[src/rtl/reg_write_demux.sv]
// reg_write_demux
// Write-side router for the 8-bit bus. Byte writes are steered to the counter
// or to register_2 using the same select codes as the readback mux. The
// register_2 MSB is staged, and the full 16-bit value is committed in one edge
// when the matching LSB arrives.
//
// Ports
//   clk                 in   system clock, rising edge
//   reset               in   synchronous, active-high reset
//   wr_en               in   write request, accepted when wr_en && ready
//   sel                 in   target select code
//   data_in             in   write data byte
//   ready               out  a write can be accepted this cycle
//   ack                 out  1-cycle pulse in the cycle after an accepted write
//   error               out  1-cycle pulse alongside ack when the write was rejected
//   counter_load        out  1-cycle pulse: load the counter from counter_load_value
//   counter_load_value  out  counter load data, held until the next counter write
//   counter_carry_clr   out  1-cycle pulse: clear the counter carry flag
//   register_2_we       out  1-cycle pulse: register_2_value is ready to commit
//   register_2_value    out  {msb, lsb}, held until the next commit
//   reg2_pending        out  an MSB is staged and waiting for its LSB
//
// state    | meaning
// ---------+------------------------------------------
// IDLE     | no MSB staged
// MSB_HELD | msb_hold is valid, waiting for the LSB

module reg_write_demux #(
    parameter int DATA_WIDTH = 8
) (
    input  logic                    clk,
    input  logic                    reset,
    input  logic                    wr_en,
    input  logic [2:0]              sel,
    input  logic [DATA_WIDTH-1:0]   data_in,
    output logic                    ready,
    output logic                    ack,
    output logic                    error,
    output logic                    counter_load,
    output logic [DATA_WIDTH-1:0]   counter_load_value,
    output logic                    counter_carry_clr,
    output logic                    register_2_we,
    output logic [2*DATA_WIDTH-1:0] register_2_value,
    output logic                    reg2_pending
);

    // These select codes must match the codes used by the readback mux.
    localparam logic [2:0] MUX_SEL_COUNTER_VALUE  = 3'd0;
    localparam logic [2:0] MUX_SEL_COUNTER_CARRY  = 3'd1;
    localparam logic [2:0] MUX_SEL_REGISTER_2_MSB = 3'd2;
    localparam logic [2:0] MUX_SEL_REGISTER_2_LSB = 3'd3;

    typedef enum logic {
        IDLE     = 1'b0,
        MSB_HELD = 1'b1
    } state_t;

    state_t                state;
    logic [DATA_WIDTH-1:0] msb_hold;
    logic                  accept;

    // Deriving ready from ack forces one idle cycle after every accepted write.
    assign ready  = ~ack;
    assign accept = wr_en & ready;

    always_ff @(posedge clk) begin
        if (reset) begin
            state              <= IDLE;
            msb_hold           <= '0;
            ack                <= 1'b0;
            error              <= 1'b0;
            counter_load       <= 1'b0;
            counter_load_value <= '0;
            counter_carry_clr  <= 1'b0;
            register_2_we      <= 1'b0;
            register_2_value   <= '0;
            reg2_pending       <= 1'b0;
        end else begin
            // Pulse outputs are cleared by default, so each one lasts a single cycle.
            ack               <= 1'b0;
            error             <= 1'b0;
            counter_load      <= 1'b0;
            counter_carry_clr <= 1'b0;
            register_2_we     <= 1'b0;

            if (accept) begin
                ack <= 1'b1;
                case (sel)
                    MUX_SEL_COUNTER_VALUE: begin
                        counter_load_value <= data_in;
                        counter_load       <= 1'b1;
                    end
                    MUX_SEL_COUNTER_CARRY: begin
                        counter_carry_clr <= data_in[0];
                    end
                    MUX_SEL_REGISTER_2_MSB: begin
                        // A repeated MSB simply replaces the staged byte.
                        msb_hold     <= data_in;
                        state        <= MSB_HELD;
                        reg2_pending <= 1'b1;
                    end
                    MUX_SEL_REGISTER_2_LSB: begin
                        if (state == MSB_HELD) begin
                            // Both bytes land on this single edge.
                            register_2_value <= {msb_hold, data_in};
                            register_2_we    <= 1'b1;
                            state            <= IDLE;
                            reg2_pending     <= 1'b0;
                        end else begin
                            error <= 1'b1;
                        end
                    end
                    default: begin
                        error <= 1'b1;
                    end
                endcase
            end
        end
    end

endmodule

[config.mk]
export PLATFORM = sky130hd
export DESIGN_NAME = reg_write_demux
export DESIGN_NICKNAME = d
export VERILOG_FILES = /design/src/rtl/reg_write_demux.sv
export SDC_FILE = /design/constraint.sdc
export NUM_CORES = 1
export LEC_CHECK = 0
export BUFFER_PORTS_ARGS = -buffer_cell sky130_fd_sc_hd__clkbuf_2
export CAP_MARGIN = 20
export CORE_UTILIZATION = 50
export CTS_CLUSTER_DIAMETER = 40
export DETAILED_ROUTE_END_ITERATION = 12
export GPL_TIMING_DRIVEN = 0
export PLACE_DENSITY_LB_ADDON = 0.2
export SLEW_MARGIN = 10
export SYNTH_ARGS = -nofsm -noshare
export SYNTH_HDL_FRONTEND = slang
export SYNTH_SLANG_ARGS = --single-unit
export TNS_END_PERCENT = 1
[constraint.sdc]
create_clock -name clk -period 1.8 [get_ports clk]
set_input_delay 0 -clock clk [delete_from_list [all_inputs] [get_ports clk]]
set_output_delay 0 -clock clk [all_outputs]
set_load 0.01 [all_outputs]
; Word-level counts from Yosys, hierarchy flattened
; Index checks and enable logic that the tools add are counted.
[totals]
register_bits = 39
inputBits = 14
out_inout_bits = 31
elab_cells = 38
[op_classes]
n_eq_ne = 4
mux = 8
n_bitwise = 5
reduce_logical = 11
[ops]
columns = operator, count
row1 = $reduce_or A3 Y1, 3
row2 = $eq A3 B2 Y1 const B, 2
row3 = $pmux W1 S2, 3
row4 = $reduce_and A2 Y1, 3
row5 = $reduce_and A3 Y1, 2
row6 = $mux W1, 5
row7 = $not A1 Y1, 4
row8 = $eq A3 B1 Y1 const B, 1
row9 = $logic_not A3 Y1, 1
row10 = $ne A2 B2 Y1 const B, 1
row11 = $reduce_bool A2 Y1, 1
row12 = $reduce_or A2 Y1, 1
row13 = $and A1 B1 Y1, 1

; Depth between registers and ports, before layout
; Gate-level depths: netlist of run 1.
[depth]
depth_word = 4
mapped_depth = 5
depth_no_buf = 3

; Worst setup path before layout of run 1
; No wires, ideal clock.
[synth_path]
path_type = reg-to-reg
start = register ack
end = register register_2_value[10]
setup_time_ps = 119
arrival_ps = 1376
t_required_ps = 1681
setup_slack_ps = 305
path_stages_with_launch = 6
n_path_buf = 2
synth_period_minus_slack_ps = 1495
path_cell_list = dfxtp_1 nand2b_4 or4_1 buf_4 buf_6 mux2i_1
[synth_via]
elab_chain_len = 3
[synth_lines]
columns = element, line_no
row1 = "start, declared", 37  ; output logic ack,
row2 = "start signal, assigned", 70  ; ack <= 1'b0;
row3 = "start signal, assigned", 80  ; ack <= 1'b0;
row4 = "start signal, assigned", 87  ; ack <= 1'b1;
row5 = $not A1 Y1, 63  ; assign ready = ~ack;
row6 = $and A1 B1 Y1, 64  ; assign accept = wr_en & ready;
row7 = $reduce_and A3 Y1 (no source line), -
row8 = "end signal, assigned", 105  ; register_2_value <= {msb_hold, data_in};
row9 = "end, declared", 43  ; output logic [2*DATA_WIDTH-1:0] register_2_value,
; No other way between the ends.
; A chain may end at the register's enable or synchronous reset.

; Worst setup path after layout of run 1
; Ends and elaborated chain as after synthesis.

==> results of run 1 <==
## cell families after synthesis
| family | count (synthesis) | synth area share |
|---|---|---|
| AOI/OAI and AO/OA | 4 | 0.0149 |
| buffers and inverters | 10 | 0.0322 |
| muxes | 32 | 0.212 |
| and+or+nand+nor | 54 | 0.226 |
| DFF | 39 | 0.516 |
## placed cells by master, fill, tap and decap left out
master	Yosys	routed
clkbuf_2	0	43
o21ai_0	1	1
nand2_1	2	2
clkbuf_8	0	2
a21oi_1	2	2
dfxtp_1	39	39
nand2b_4	1	1
inv_1	2	2
buf_4	1	1
or4_1	2	2
nor3_1	1	1
nor2_1	4	4
nor2_2	1	1
mux2i_1	32	32
nand4bb_1	2	2
o21a_1	1	1
clkbuf_1	6	7
or2_2	1	1
nand2b_1	40	40
buf_6	1	1
clkbuf_4	0	5
dlygate4sd3_1	0	12
## registers in the layout, indices dropped and copies added, names as in the netlist
| signal | cells |
|---|---|
| ack | 1 |
| counter_carry_clr | 1 |
| counter_load | 1 |
| counter_load_value | 8 |
| error | 1 |
| msb_hold | 8 |
| reg2_pending | 1 |
| register_2_value | 16 |
| register_2_we | 1 |
| state | 1 |
## metal layers
layer	share of wire	GRT usage	wire length [µm]
met5	0	0	0
met4	0.020	0.0976	65
met3	0.054	0.0907	174
met2	0.52	0.403	1670
met1	0.40	0.222	1300
## how the worst min path moves through the flow
stage	to	slack, ns
finish	error$_SDFF_PP0_	0.07
floorplan	error$_SDFF_PP0_	0.12
CTS	error$_SDFF_PP0_	0.05
global route	error$_SDFF_PP0_	0.08
detailed placement	error$_SDFF_PP0_	0.28
global placement	error$_SDFF_PP0_	0.26
## layout make-up
cell class / count / share of cell area
well taps: 31 / 0.0198
flip-flops and latches: 39 / 0.399
plain buffers: 8 / 0.0211
inverters: 2 / 0.00384
repair buffers: 55 / 0.171
clock buffers: 8 / 0.0352
multi-input cells: 90 / 0.350
## through the flow
step                cell area, µm²  worst slack, ns  hold slack, ns   util
finish                        1960            0.236          0.0691  0.698
detailed placement            1770            0.231           0.284  0.630
global placement              1770            0.272           0.264  0.630
floorplan                     1510            0.305           0.124      -
CTS                           1960            0.214          0.0512  0.698
global route                  1960            0.144          0.0835  0.698
## worst min-delay path, cell delays in order
cell and delay, ns:
clkbuf_2 0.12, nand2_1 0.07, nor2_1 0.10, o21a_1 0.11
## report_power, final
group	internal, mW	total [mW]	switching (mW)
Sequential	0.874	0.880	0.00547
Clock	0.230	0.512	0.282
Combinational	0.0633	0.118	0.0545
==> summary.md, run 1 <==
| Metric | Value |
|---|---|
| Outcome | finished with violations |
| Violations in the final reports | design-rule violations |
| Most common cell in the netlist | nand2b_1 |
| Avg WL per Cell | about 14 µm |
| Worst Path Max Fanout | 10 |
| RR Startpoint | ack$_SDFF_PP0_ |
| Root Driver | clkbuf_4 |
| Clk slew on worst S/H paths | roughly 0.11 ns |
| Hold crit path type | input port to register |
| Clock Skew | 0.00455 ns |
| Main flop type after synthesis | dfxtp_1 |
| # DRC | 5 |
| Synth area leader | dfxtp_1 |
| Synth Cell Area | between 0.0015 and 0.002 mm² |
| DIE AREA | ~0.0033 mm² |
| Slowest stage delay, CP | around 0.46 ns |
| Final Power | 1.51 mW |
| Clock Tree Buf Depth | 2 |
| Hold Path Depth | 4 |
| Yosys top cell area share | 0.516 |
| Syn nets | about 150 |
| Area of the multi-input gates | between 600 and 700 µm² |
| Num CTS Buffers | 5 |
| Tightest Pin Transition | 0.671 ns |
| Max cap viols | 0 |
| Detailed placement HPWL | about 2300 µm |
| Critical path's slowest cell | or4_1 |
| Critical path origin | ack$_SDFF_PP0_ |
| Initial antenna violation count | 0 |
| R2r worst-path depth | 5 |
| PwrDens | 771 mW/mm² |
| Top cell family by delay on the critical path | simple AND/OR/NAND/NOR gates |
| Height of the die | 57.0 µm |
| Ranking of synthesized cells by area | dfxtp_1, mux2i_1, nand2b_1 |
| RePlAce Congestion | between 0.7 and 0.8 |
| Seq cells post-synth | 39 |
| Fmax | 640 MHz |
| Cell Rows | 19 |
| Synth warn | 0 |
| Hold Vio Cnt, Final | 0 |
| Ant. Diodes | 0 |
| Slew Viols, Final | 0 |
| Fin crit period | 1.56 ns |
| H-tree levels | 2 |
| Syn Inst Count | about 140 |
| Via Count | between 1,000 and 1,500 |
| Non-filler instance count after layout | roughly 230 |
| Sequential fraction of the synthesis area | 0.516 |
| Core Box Area | around 0.0028 mm² |
| First-pass iteration count of the detailed router | 8 |
| Startpoint Class | register |
| Async set-or-reset flop fraction in the synthesized netlist | 0 |
| Setup repair after global routing missed its margin | no |
| CTS tree | done |
| FF/Latch Area | ~800 µm² |
| CTS Sinks | 39 |
| Drt via density | around 5.1 |
| EDFF count, synth | 0 |
| Sum Neg Setup Slack | 0 ns |
| Unique cell type count in the Yosys netlist | 18 |
| Synth-to-layout area growth | 29.3% |
| Mean Syn Cell Area | about 11 µm² |
| DRT antenna net count | 0 |
| Hold_buf cts | 12 |
| Global-route wire length before repair | approximately 5400 µm |
| Starting DRT DRC Count | 32 |
| WS Path Type | register to register |
| Total Wirelength | ~3200 µm |
| Static Leak | approximately 0.96 nW |
| Initial Util | 0.540 |
| Total track usage | 0.222 |
| Rel. slew slack | 0.553 |
| Worst Setup EP | register_2_value[10]$_SDFFE_PP0P_ |
| Crit share post-route | 0.869 |
| CTS resizes | 0 |
| Layout cell share with drive strength beyond 1 | 0.272 |
| Data required time of the critical path | between 2 and 2.5 ns |
| Number of global-route vias before repair | around 1,200 |
| Global route total overflow | 0 |
| Worst IR Drop VDD | about 0.47 mV |
| Ports | 45 |
| R2r setup slk | between 0.2 and 0.25 ns |
| CP Capture Type | register |
| Most frequent cells after synthesis | nand2b_1, dfxtp_1, mux2i_1 |
| Largest net degree at the start of global routing | 12 |
| # fillers | about 230 |
| # placed instances | ~210 |
| Setup repair bufs after CTS | 0 |
| R2R Path End | register_2_value[10]$_SDFFE_PP0P_ |
| Worst path buffer plus inverter count | 2 |
| Setup violations, final | 0 |
| CP arrival | roughly 1.8 ns |
| Die W | roughly 57 µm |
| Hold Path Origin | sel[1] |
| CP Cell Sequence | nand2b_4 > or4_1 > buf_4 > buf_6 > mux2i_1 |
| Nets | 215 |
| Worst path depth | 5 |
| Clock Latency Late Sink | between 0.3 and 0.4 ns |
| Count of input and output buffers | 43 |
(Power assumes the default switching activity.)
==> run 2, diff against run 1 <==
Settings changed: PLACE_DENSITY_LB_ADDON 0.2 to 0.08.
==> run 2 against run 1 <==
Compared with the run above:
- the flow still finishes with violations (design-rule violations)
- clock skew grew 0.0015 ns
- first-iteration DRC count grew 69%
- non-clock buffer count is the same
- worst hold slack gained 0.017 ns
- final area shrank 1.4%
- sequential share of layout area grew 0.57 points
- critical endpoint is now register_2_value[13]$_SDFFE_PP0P_
- largest power group unchanged
- highest routed layer unchanged
==> summary.md, run 2 (synthesis results as in run 1) <==
| Metric | Value |
|---|---|
| Outcome | finished with violations |
| Violations in the final reports | design-rule violations |
| Setup violations, final | 0 |
| Drt via density | between 4 and 5 |
| Data required time of the critical path | approximately 2.0 ns |
| Number of global-route vias before repair | around 1,200 |
| Hold crit path type | input port to register |
| Avg WL per Cell | around 13 µm |
| CP Capture Type | register |
| Fmax | 627 MHz |
| DIE AREA | 0.00325 mm² |
| Setup repair bufs after CTS | 0 |
| CTS Sinks | 39 |
| Clk slew on worst S/H paths | ~0.10 ns |
| Crit share post-route | 0.887 |
| Worst IR Drop VDD | about 0.58 mV |
| Root Driver | clkbuf_4 |
| Initial Util | 0.540 |
| Global-route wire length before repair | ~5200 µm |
| Largest regs | register_2_value x16, counter_load_value x8, msb_hold x8 |
| PwrDens | 722 mW/mm² |
| # fillers | roughly 230 |
| Via Count | roughly 1,200 |
| Tightest Pin Transition | 0.676 ns |
| Die W | 57.0 µm |
| WS Path Type | register to register |
| Fin crit period | ~1.6 ns |
| # DRC | 4 |
| Commonest non-fill, non-tap cell in the layout | clkbuf_2 |
| Total track usage | 0.216 |
| Most frequent cells in the layout | clkbuf_2, nand2b_1, dfxtp_1, mux2i_1, dlygate4sd3_1 |
| DP Area | about 0.0018 mm² |
| Ant. Diodes | 0 |
| CP arrival | 1.83 ns |
| Worst Path Max Fanout | 10 |
| Static Leak | about 0.95 nW |
| Max reg flops | 16 |
| Setup repair after global routing missed its margin | no |
| RePlAce Congestion | 0.775 |
| Count of input and output buffers | 43 |
| Height of the die | about 57 µm |
| First-pass iteration count of the detailed router | 10 |
| Slew Viols, Final | 0 |
| Core Box Area | around 0.0028 mm² |
| Rel. slew slack | 0.550 |
| Sum Neg Setup Slack | 0 ns |
| Global route total overflow | 0 |
| CTS tree | done |
| Starting DRT DRC Count | 54 |
| Cell Rows | 19 |
| Num CTS Buffers | 5 |
| Clock Latency Late Sink | 0.34 ns |
| Layout cell share with drive strength beyond 1 | 0.265 |
| CTS resizes | 0 |
| Ports | between 40 and 50 |
| Startpoint Class | register |
| Setup WS pre-CTS | between 0.2 and 0.25 ns |
| Nets | 215 |
| H-tree levels | 2 |
| Initial antenna violation count | 0 |
| Hold Vio Cnt, Final | 0 |
| Clock Tree Buf Depth | 2 |
| Synth-to-layout area growth | 27.4% |
| Most flop-heavy register | register_2_value |
| Clock Skew | about 0.006 ns |
| Detailed placement HPWL | between 2000 and 2500 µm |
| DRT antenna net count | 0 |
| Max cap viols | 0 |
| Total Wirelength | 3100 µm |
| R2r setup slk | between 0.2 and 0.25 ns |
| Worst setup margin | 0.204 ns |
| Largest net degree at the start of global routing | 11 |
| Final Instance Area | ~0.0019 mm² |
run 2: worst max-delay path, stage by stage (launching register included):
cell      delay (ns)
dfxtp_1         0.34
nand2b_4        0.15
or4_1           0.48
buf_4           0.21
buf_6           0.17
mux2i_1         0.13
run 2: worst paths after layout:
check	startpoint	cells after the start	endpoint
max reg2reg	ack$_SDFF_PP0_	5	register_2_value[13]$_SDFFE_PP0P_
min	sel[1]	4	error$_SDFF_PP0_
max	ack$_SDFF_PP0_	5	register_2_value[13]$_SDFFE_PP0P_
min reg2reg	register_2_value[11]$_SDFFE_PP0P_	2	register_2_value[11]$_SDFFE_PP0P_
run 2: per-layer routing:
metal,part of all wire,GRT usage
met4,0.026,0.132
met1,0.43,0.247
met3,0.043,0.0499
met5,0,0
met2,0.50,0.366
run 2: stage by stage:
step | instances | hold WS [ns] | power, mW | util
finish | 231 | 0.0860 | 1.39 | 0.688
global route | 231 | 0.108 | 1.46 | 0.688
CTS | 232 | 0.0638 | 1.40 | 0.691
detailed placement | 213 | 0.285 | 0.997 | 0.630
global placement | 213 | 0.265 | 0.994 | 0.630
floorplan | 139 | 0.124 | 0.958 | -
run 2: what timing repair did:
action,in CTS,in global routing
endpoints found under the hold margin,27,0
hold buffers,13,0
setup endpoints to repair,0,1
run 2: layout make-up:
class                   count  area, µm²  area share
flip-flops and latches     39        781       0.405
clock buffers               6       41.3      0.0214
well taps                  31       38.8      0.0201
repair buffers             55        335       0.174
plain buffers               8       41.3      0.0214
multi-input cells          90        684       0.355
inverters                   2       7.51     0.00389
run 2: report_power, final:
group	switching [mW]	internal (mW)
Combinational	0.0543	0.0633
Clock	0.257	0.139
Sequential	0.00506	0.874
Total	0.317	1.08
==> run 3, diff against run 2 <==
Settings changed: GPL_ROUTABILITY_DRIVEN from default to 0, REMOVE_ABC_BUFFERS from default to 1.
==> run 3 against run 2 <==
Compared with the run above:
- the flow still finishes with violations (design-rule violations)
- cell count down 2.6%
- core utilization fell by 0.36 points
- sequential share of layout area is 0.21 points higher
- maximum frequency grew 2.9%
- power up 6.7%
- final area decreased by 0.52%
- clock power increased by 25%
- worst hold slack worse by 0.054 ns
- clock skew shrank 0.00051 ns
- sequential power hardly changed
- via count fell by 1.8%
- die area is the same
- highest routed layer unchanged
==> summary.md, run 3 (synthesis results as in run 1) <==
| Metric | Value |
|---|---|
| Outcome | finished with violations |
| Violations in the final reports | design-rule violations |
| Clock Skew | 0.00555 ns |
| Root Driver | clkbuf_4 |
| Global-route wire length before repair | around 4600 µm |
| CP Cell Sequence | nand2b_4 > or4_1 > mux2i_1 |
| Max cap viols | 0 |
| Rel. slew slack | 0.572 |
| Total Wirelength | between 2000 and 3000 µm |
| Tightest Pin Transition | about 0.64 ns |
| Largest net degree at the start of global routing | between 40 and 50 |
| Count of input and output buffers | 44 |
| Final Util | 0.684 |
| Starting DRT DRC Count | 39 |
| PwrDens | between 700 and 800 mW/mm² |
| # DRC | 6 |
| Ports | between 40 and 50 |
| Data required time of the critical path | about 2 ns |
| Num CTS Buffers | 5 |
| Clock Tree Buf Depth | 2 |
| CTS tree | done |
| Top cell family by delay on the critical path | simple AND/OR/NAND/NOR gates |
| H-tree levels | 2 |
| Slew Viols, Final | 0 |
| Worst setup margin | approximately 0.25 ns |
| Drt via density | between 5 and 6 |
| Slowest stage delay, CP | about 0.70 ns |
| Worst Path Max Fanout | 9 |
| Ant. Diodes | 0 |
| Avg WL per Cell | 12.9 µm |
| WS Path Type | register to register |
| Setup repair after global routing missed its margin | no |
| Die W | about 57 µm |
| Hold Vio Cnt, Final | 0 |
| CTS Sinks | 39 |
| CP Capture Type | register |
| Critical path's slowest cell | or4_1 |
| Global route total overflow | 0 |
| Largest regs | register_2_value x16, counter_load_value x8, msb_hold x8 |
| Number of global-route vias before repair | around 1,100 |
| Most frequent cells in the layout | clkbuf_2, nand2b_1, dfxtp_1, mux2i_1, dlygate4sd3_1 |
| Crit share post-route | 0.862 |
| Via Count | between 1,000 and 1,500 |
| Detailed placement HPWL | approximately 1900 µm |
| # fillers | between 200 and 250 |
| Fmax | 645 MHz |
| Worst path buffer plus inverter count | 0 |
| Total track usage | 0.185 |
| Initial Util | 0.540 |
| Max reg flops | 16 |
| Cell Rows | 19 |
| Commonest non-fill, non-tap cell in the layout | clkbuf_2 |
| Layout cell share with drive strength beyond 1 | 0.289 |
| Setup repair bufs after CTS | 0 |
| Core Box Area | 0.00281 mm² |
| Synth-to-layout area growth | 26.8% |
| Clock Latency Late Sink | around 0.33 ns |
| First-pass iteration count of the detailed router | 8 |
| Most flop-heavy register | register_2_value |
| Setup violations, final | 0 |
| Setup WS pre-CTS | -0.0279 ns |
| Initial antenna violation count | 0 |
| CP arrival | around 1.8 ns |
| Hold crit path type | input port to register |
| DIE AREA | 0.00325 mm² |
| Worst IR Drop VDD | between 0.5 and 0.6 mV |
| DRT antenna net count | 0 |
| Static Leak | between 0.9 and 1 nW |
| Height of the die | roughly 57 µm |
| Nets | about 210 |
| Fin crit period | between 1.5 and 2 ns |
| Startpoint Class | register |
| Clk slew on worst S/H paths | between 0.1 and 0.15 ns |
[run 3: final timing paths]
check	start	end	slack [ns]	cells after the start
worst min register to register	register_2_value[12]$_SDFFE_PP0P_	register_2_value[12]$_SDFFE_PP0P_	0.48	2
worst min-delay path	sel[0]	reg2_pending$_SDFFE_PP0P_	0.03	3
worst max register to register	ack$_SDFF_PP0_	counter_load_value[7]$_SDFFE_PP0P_	0.25	3
worst max-delay path	ack$_SDFF_PP0_	counter_load_value[7]$_SDFFE_PP0P_	0.25	3
[run 3: per-stage QoR]
stage | setup TNS, ns | instances | cell area, µm² | power, mW | hold WS (ns)
6_report | 0 | 225 | 1920 | 1.49 | 0.0323
5_1_grt | 0 | 225 | 1920 | 1.54 | 0.0350
4_1_cts | 0 | 226 | 1920 | 1.49 | 0.0240
3_5_place_dp | -0.240 | 206 | 1730 | 0.993 | 0.273
3_3_place_gp | 0 | 206 | 1730 | 0.989 | 0.271
2_1_floorplan | 0 | 131 | 1470 | 0.948 | 0.0691
[run 3: repair_timing]
action                                  CTS  global route
hold buffers                             12             0
gates resized for setup                   1             1
hold endpoints to repair                 25             0
endpoints found under the setup margin   16             1
[run 3: final cells by class]
class / instances / area (µm²) / area share
Sequential cell: 39 / 781 / 0.407
Timing Repair Buffer: 55 / 330 / 0.172
Multi-Input combinational cell: 90 / 693 / 0.361
Clock buffer: 8 / 68.8 / 0.0359
Inverter: 2 / 7.51 / 0.00391
Tap cell: 31 / 38.8 / 0.0202
[run 3: worst min-delay path, cell delays in order]
cell	delay, ns
clkbuf_2	0.13
or2_2	0.13
a21oi_1	0.06
[run 3: power by group]
part / internal, mW / leakage, nW / switching [mW]
registers: 0.874 / 0.315 / 0.00534
clock network: 0.230 / 0.0386 / 0.265
logic: 0.0601 / 0.597 / 0.0519
[run 3: layer usage]
metal | vias up | track usage | wire, µm
li1 | 565 | - | -
met2 | 29 | 0.338 | 1440
met5 | - | 0 | 0
met1 | 531 | 0.201 | 1280
met4 | 0 | 0.0767 | 61
met3 | 7 | 0.0499 | 120
